## config.mk

```make
export PLATFORM = sky130hd
export DESIGN_NAME = i2s_ws_gen
export DESIGN_NICKNAME = d
export VERILOG_FILES = /design/src/rtl/i2s_ws_gen.sv
export SDC_FILE = /design/constraint.sdc
export NUM_CORES = 1
export LEC_CHECK = 0
export BUFFER_PORTS_ARGS = -buffer_cell sky130_fd_sc_hd__buf_2
export CAP_MARGIN = 20
export CORE_UTILIZATION = 45
export DETAILED_ROUTE_END_ITERATION = 8
export PLACE_DENSITY_LB_ADDON = 0.12
export SETUP_SLACK_MARGIN = 0.4
export SLEW_MARGIN = 5
export SYNTH_ARGS = -nofsm -noshare
export SYNTH_HDL_FRONTEND = slang
export SYNTH_SLANG_ARGS = --single-unit
export TNS_END_PERCENT = 30
```

## constraint.sdc

```tcl
create_clock -name sck_i -period 2.4 [get_ports sck_i]
set_input_delay 0.36 -clock sck_i [delete_from_list [all_inputs] [get_ports sck_i]]
set_output_delay 0.36 -clock sck_i [all_outputs]
set_load 0.01 [all_outputs]
```

## src/rtl/i2s_ws_gen.sv

```systemverilog
// Master-side I2S / DSP frame-sync generator: produces the word-select strobe,
// a frame-start pulse and a busy flag.
module i2s_ws_gen #(
    parameter int unsigned SETUP_W = 16
) (
    input  logic               sck_i,
    input  logic               rst_i,
    input  logic               cfg_en_i,
    input  logic               cfg_dsp_en_i,
    input  logic [1:0]         cfg_dsp_mode_i,
    input  logic [SETUP_W-1:0] cfg_dsp_setup_time_i,
    input  logic [4:0]         cfg_num_bits_i,
    input  logic [2:0]         cfg_num_words_i,
    output logic               ws_o,
    output logic               frame_start_o,
    output logic               busy_o
);

    localparam int unsigned BIT_W  = 5;
    localparam int unsigned WORD_W = 3;

    typedef enum logic [1:0] {
        IDLE  = 2'd0,
        SETUP = 2'd1,
        RUN   = 2'd2,
        DRAIN = 2'd3
    } state_e;

    state_e              state_q, state_d;
    logic [SETUP_W-1:0]  setup_cnt_q, setup_cnt_d;
    logic [BIT_W-1:0]    bit_cnt_q, bit_cnt_d;
    logic [WORD_W-1:0]   word_cnt_q, word_cnt_d;
    logic                ch_q, ch_d;
    logic [BIT_W-1:0]    nb_q, nb_d;
    logic [WORD_W-1:0]   nw_q, nw_d;
    logic                dsp_en_q, dsp_en_d;
    logic [1:0]          mode_q, mode_d;
    logic [SETUP_W-1:0]  setup_q, setup_d;
    logic                ws_q, ws_d;
    logic                fs_q, fs_d;
    logic                busy_q, busy_d;

    logic                latch_cfg;
    logic                ch_last, frame_last;
    logic [SETUP_W-1:0]  setup_lim;
    logic                nxt_ch_last, nxt_frame_last;

    always_ff @(posedge sck_i) begin
        if (rst_i) begin
            state_q     <= IDLE;
            setup_cnt_q <= '0;
            bit_cnt_q   <= '0;
            word_cnt_q  <= '0;
            ch_q        <= 1'b0;
            nb_q        <= '0;
            nw_q        <= '0;
            dsp_en_q    <= 1'b0;
            mode_q      <= '0;
            setup_q     <= '0;
            ws_q        <= 1'b0;
            fs_q        <= 1'b0;
            busy_q      <= 1'b0;
        end else begin
            state_q     <= state_d;
            setup_cnt_q <= setup_cnt_d;
            bit_cnt_q   <= bit_cnt_d;
            word_cnt_q  <= word_cnt_d;
            ch_q        <= ch_d;
            nb_q        <= nb_d;
            nw_q        <= nw_d;
            dsp_en_q    <= dsp_en_d;
            mode_q      <= mode_d;
            setup_q     <= setup_d;
            ws_q        <= ws_d;
            fs_q        <= fs_d;
            busy_q      <= busy_d;
        end
    end

    // Next state, counters and config latch
    always_comb begin
        state_d     = state_q;
        setup_cnt_d = setup_cnt_q;
        bit_cnt_d   = bit_cnt_q;
        word_cnt_d  = word_cnt_q;
        ch_d        = ch_q;
        latch_cfg   = 1'b0;

        ch_last    = (bit_cnt_q == nb_q) && (word_cnt_q == nw_q);
        frame_last = ch_last && (dsp_en_q || ch_q);
        setup_lim  = dsp_en_q ? setup_q : '0;

        case (state_q)
            IDLE: begin
                setup_cnt_d = '0;
                bit_cnt_d   = '0;
                word_cnt_d  = '0;
                ch_d        = 1'b0;
                if (cfg_en_i) begin
                    state_d   = SETUP;
                    latch_cfg = 1'b1;
                end
            end
            SETUP: begin
                if (setup_cnt_q == setup_lim) begin
                    state_d     = RUN;
                    setup_cnt_d = '0;
                end else begin
                    setup_cnt_d = setup_cnt_q + SETUP_W'(1);
                end
            end
            RUN, DRAIN: begin
                if (frame_last) begin
                    latch_cfg  = 1'b1;
                    bit_cnt_d  = '0;
                    word_cnt_d = '0;
                    ch_d       = 1'b0;
                    state_d    = (state_q == RUN && cfg_en_i) ? RUN : IDLE;
                end else begin
                    state_d = cfg_en_i ? RUN : DRAIN;
                    if (ch_last) begin
                        bit_cnt_d  = '0;
                        word_cnt_d = '0;
                        ch_d       = 1'b1;
                    end else if (bit_cnt_q == nb_q) begin
                        bit_cnt_d  = '0;
                        word_cnt_d = word_cnt_q + WORD_W'(1);
                    end else begin
                        bit_cnt_d = bit_cnt_q + BIT_W'(1);
                    end
                end
            end
            default: state_d = IDLE;
        endcase

        nb_d     = nb_q;
        nw_d     = nw_q;
        dsp_en_d = dsp_en_q;
        mode_d   = mode_q;
        setup_d  = setup_q;
        if (latch_cfg) begin
            nb_d     = cfg_num_bits_i;
            nw_d     = cfg_num_words_i;
            dsp_en_d = cfg_dsp_en_i;
            mode_d   = cfg_dsp_mode_i;
            setup_d  = cfg_dsp_setup_time_i;
        end
    end

    // Outputs are decoded from the next-cycle state so they register in step with it
    always_comb begin
        ws_d   = 1'b0;
        fs_d   = 1'b0;
        busy_d = 1'b0;

        nxt_ch_last    = (bit_cnt_d == nb_d) && (word_cnt_d == nw_d);
        nxt_frame_last = nxt_ch_last && (dsp_en_d || ch_d);

        case (state_d)
            SETUP: begin
                busy_d = 1'b1;
                ws_d   = dsp_en_d && (mode_d == 2'd0) && (setup_cnt_d == setup_d);
            end
            RUN, DRAIN: begin
                busy_d = 1'b1;
                fs_d   = (bit_cnt_d == '0) && (word_cnt_d == '0) && !ch_d;
                if (!dsp_en_d) begin
                    ws_d = ch_d ? !nxt_ch_last : nxt_ch_last;
                end else begin
                    case (mode_d)
                        2'd0:    ws_d = nxt_frame_last && (state_d == RUN);
                        2'd2:    ws_d = (word_cnt_d == '0);
                        default: ws_d = (bit_cnt_d == '0) && (word_cnt_d == '0);
                    endcase
                end
            end
            default: ;
        endcase
    end

    assign ws_o          = ws_q;
    assign frame_start_o = fs_q;
    assign busy_o        = busy_q;

endmodule

```

* Word-level counts from Yosys, hierarchy flattened
Cells that the tools add are included.
Cells by class: add/subtract/negate cells 3, bitwise operators 1, equality and inequality tests 13, multiplexer cells 33, reduce and logical (&&, ||, !) cells 22
Operators by type and width (number):
- $mux W16 | 3
- $eq A16 B16 Y1 | 2
- $pmux W16 S2 | 1
- $mux W5 | 4
- $add A16 B1 Y16 const B | 1
- $mux W3 | 4
- $eq A2 B2 Y1 const B | 5
- $eq A5 B5 Y1 | 2
- $logic_and A1 B1 Y1 | 10
- $mux W2 | 5
- $pmux W5 S2 | 1
- $mux W1 | 9
- $pmux W1 S2 | 4
- $eq A3 B3 Y1 | 2
- $pmux W2 S3 | 1
- $pmux W3 S2 | 1
- $reduce_or A2 Y1 | 3
- $add A5 B1 Y5 const B | 1
- $logic_not A5 Y1 | 1
- $eq A2 B1 Y1 const B | 2
- $logic_not A2 Y1 | 2
- $add A3 B1 Y3 const B | 1
- $logic_not A3 Y1 | 1
- $reduce_or A3 Y1 | 1
- 3 further kinds | 5
Storage, ports and cells: bits of input ports 30, output and inout bits 3, register bits after elaboration 57, logic and storage cells 85

* Logic depth before layout (Yosys ltp)
depth in word-level cells 13, mapped depth 13, gate-level depth less buffers 11

* Worst setup path before layout
OpenSTA, ideal clock, no wires.
path kind register to register, start point reg dsp_en_q, end point reg ws_q (netlist: ws_o), arrival time 2518 ps, required time 2316 ps, period minus slack after synthesis 2602 ps, path slack -202 ps, path buffers 3, cell stages (with the launch flop) 14, setup time 84 ps, path through dfxtp_1 > buf_6 > buf_8 > nand4b_1 > o22ai_1 > o22ai_1 > or4_4 > and2_4 > buf_6 > a22o_1 > a31oi_2 > xnor2_1 > nand4_1 > o31ai_2
On the way: cells in the longest elaborated chain, start to end 12, elaborated cells on any way between the ends 45, classes of those cells eq/ne (8); mux (23); reduce/logical (14)
Ends and longest elaborated chain:
- start: declaration | line 36 | logic dsp_en_q, dsp_en_d;
- start signal: assignment | line 71 | dsp_en_q <= dsp_en_d;
- branches (longest 11 deep; another with $mux W16)
- $pmux W1 S2 (*) | line 159 | case (state_d)
- end signal: assignment | line 74 | ws_q <= ws_d;
- end: declaration | line 39 | logic ws_q, ws_d;
Mark *: on every way between the ends. A chain may end at the register's enable or synchronous reset.

* Worst setup path after layout
Same ends and word-level chain as after synthesis.

==> results.yml <==
timing:
  setup_slack_ps: -457
  fin_tns_setup_ps: -1160
  tightestPinTransition_ps: 458
  setup_viol: 6
  slew_headroom_pct: 69.5
  period_share_pct: 119
  fmax_ghz: 0.350
  hold_viol: 0
  finClkSkew_ps: 14.3
  grt_setup_unrepaired: "yes"
  slew_viol_final: 0
  whs_ps: 280
  fin_crit_ps: 2860
place:
  io_buffers: 32
  hpwlAfterDp_mm: 7.15
  dpl_worst_slack_ps: -443
  dpl_cell_area_um2: 4460
  finalWeightedCongestion: 0.907
logic_synthesis:
  synth_seq_cells: 57
  ys.flop_type: "dfxtp_1"
  yosys-top-cells-count: "nor2_1, dfxtp_1, xnor2_1, mux2i_1, nand3_1"
  syn_area_per_cell_um2: 8.37
  synth.area.top_cells: "dfxtp_1, mux2i_1, xnor2_1"
  syn-instance-count: 414
  synth_cell_type_count: 59
  synth_area_um2: 3470
  ys_seq_area_share_pct: 32.9
  ys_warn_count: 0
  synth_edf_count: 0
  synth_most_common_cell: "nor2_1"
  syn_nets: 447
  yosys.area.top_type_share_pct: 32.9
  async_flop_share_pct: 0
  synth_top_area_cell: "dfxtp_1"
layout:
  areaGrowthSynthToFinish_pct: 47.0
  nNetsFinal: 586
  diodes: 0
  final_area_um2: 5100
  nFillCells: 588
  drive_gt1_share_pct: 40.2
clock_network:
  cts_hold_buf: 0
  htreeDepth: 3
  cts_tree: "yes"
  cts.path.max_buffers: 2
  cts-root-buf: "clkbuf_8"
  numCtsBuffers: 9
  clock-sinks: 57
  clk_latency_ps: 350
  path_clk_slew_ps: 70
run:
  drv_cap: 0
critical_path:
  r2r_end: "ws_o"
  start_kind: "register"
  cp_max_fo: 14
  reg2regPathDepth: 12
  crit_end: "ws_o"
  crit_arrival_ps: 3120
  cp-startpoint: "dsp_en_q"
  crit_type: "reg2reg"
  r2r-start: "dsp_en_q"
  crit_path_end_kind: "register"
  reg2reg_slack_ps: -460
  cp.required_ps: 2670
power:
  cellPowerDensity_nw_per_um2: 601
  vdd_drop_max_v: 0.000442
  p_leak_nw: 2.14
grt:
  grt_pass1_wl_mm: 16.9
  antenna_found_initial: 0
  grt_max_degree: 27
  grt_pass1_vias: 3486
  grt_usage_pct: 26.6
  grt-ovfl-total: 0
hold_path:
  holdPathStages: 3
  hp-start: "cfg_num_words_i[0]"
  min_path_type: "in2reg"
detailed_routing:
  first_pass_iters: 5
  avgRoutedWirePerCell_um: 16.0
  drc: 0
  vias: 3597
  avgViaCountPerCell: 5.48
  ant_nets: 0
  drt-total-wl_mm: 10.5
  drt_iter0_markers: 221
status:
  violations: "setup timing"
  status: "complete, but fails checks"
floorplanning:
  start_util_pct: 47.3
  core_um2: 7330
  die-height_um: 89.8
  die_w_um: 89.8
  num_rows: 31
  die_area_um2: 8060
  boundaryPins: 33
-- critical path: stages, from the launching register on --
cell,delay (ps)
dfxtp_4,360
buf_12,130
buf_16,150
o21a_1,120
nor3_2,130
o22ai_1,120
or4_4,610
and2_4,200
a21o_1,210
a21oi_2,180
xnor2_1,150
nand4_1,180
o31ai_2,240
-- sequential cells by signal, indices dropped and copies added, names as in the netlist --
name           flops
dsp_en_q           1
mode_q             2
ws_o               1
state_q            2
nb_q               5
frame_start_o      1
nw_q               3
bit_cnt_q          5
setup_q           16
busy_o             1
word_cnt_q         3
ch_q               1
setup_cnt_q       16
-- logic make-up (layout without fill, tap and decap cells) --
family          count (synthesis)  in the layout  synth area share (%)
simple gates                  176            177                  27.0
compound gates                 80             80                  15.6
flops                          57             57                  32.9
xor+xnor                       44             44                  11.1
mux                            28             28                  8.23
buf+inv                        26            168                  4.04
fa+ha+maj                       3              3                  1.08
-- power by group --
group / internal (mW) / total, mW / switching [mW]
combinational: 0.618 / 1.20 / 0.581
sequential: 1.01 / 1.09 / 0.0723
clock: 0.389 / 0.780 / 0.391
total: 2.02 / 3.06 / 1.04
-- placed cells by master, fill, tap and decap left out, types with 12 or more instances in the layout --
master	Yosys	layout
buf_4	1	111
dfxtp_1	57	55
nand3_1	23	22
nor3_1	19	17
xnor2_1	27	18
xor2_1	17	17
o22ai_1	14	12
buf_2	4	32
mux2i_4	0	12
nor2_1	62	62
-- per-layer routing --
layer | routed length (µm) | share of wire [%] | GRT usage [%] | vias to the layer above
met3 | 547 | 5.2 | 4.31 | 15
li1 | - | - | - | 1779
met4 | 194 | 1.8 | 10.4 | 0
met2 | 4740 | 45 | 41.6 | 121
met5 | 0 | 0 | 0 | -
met1 | 5010 | 48 | 36.7 | 1682
-- worst min-delay path by stage --
stage	end	slack [ps]
5_1_grt	nb_q[2]	300
6_report	nw_q[0]	280
4_1_cts	nb_q[2]	270
3_5_place_dp	mode_q[1]	560
3_3_place_gp	nw_q[1]	550
2_1_floorplan	state_q[0]	440
-- final cells by class --
class | instances | area, µm² | share of cell area, %
clock buffer | 11 | 141 | 2.77
multi-input combinational | 332 | 2530 | 49.6
inverter | 4 | 15.0 | 0.295
sequential | 57 | 1150 | 22.5
clock inverter | 4 | 20.0 | 0.393
tap | 99 | 124 | 2.43
timing repair buffer | 149 | 1120 | 22.0
-- timing repair --
item / CTS / global route
cloned: 2 / 0
endpoints found under the setup margin: 39 / 39
setup buffers: 7 / 4
gates resized for setup: 40 / 20
pin swaps: 18 / 11
-- stage by stage --
step	util (%)	std cells	total power [mW]
2_1_floorplan	-	414	1.65
3_3_place_gp	60.9	628	2.04
3_5_place_dp	60.9	628	2.06
4_1_cts	67.3	652	3.00
5_1_grt	69.5	656	3.21
6_report	69.5	656	3.06
(Power assumes the default switching activity.)
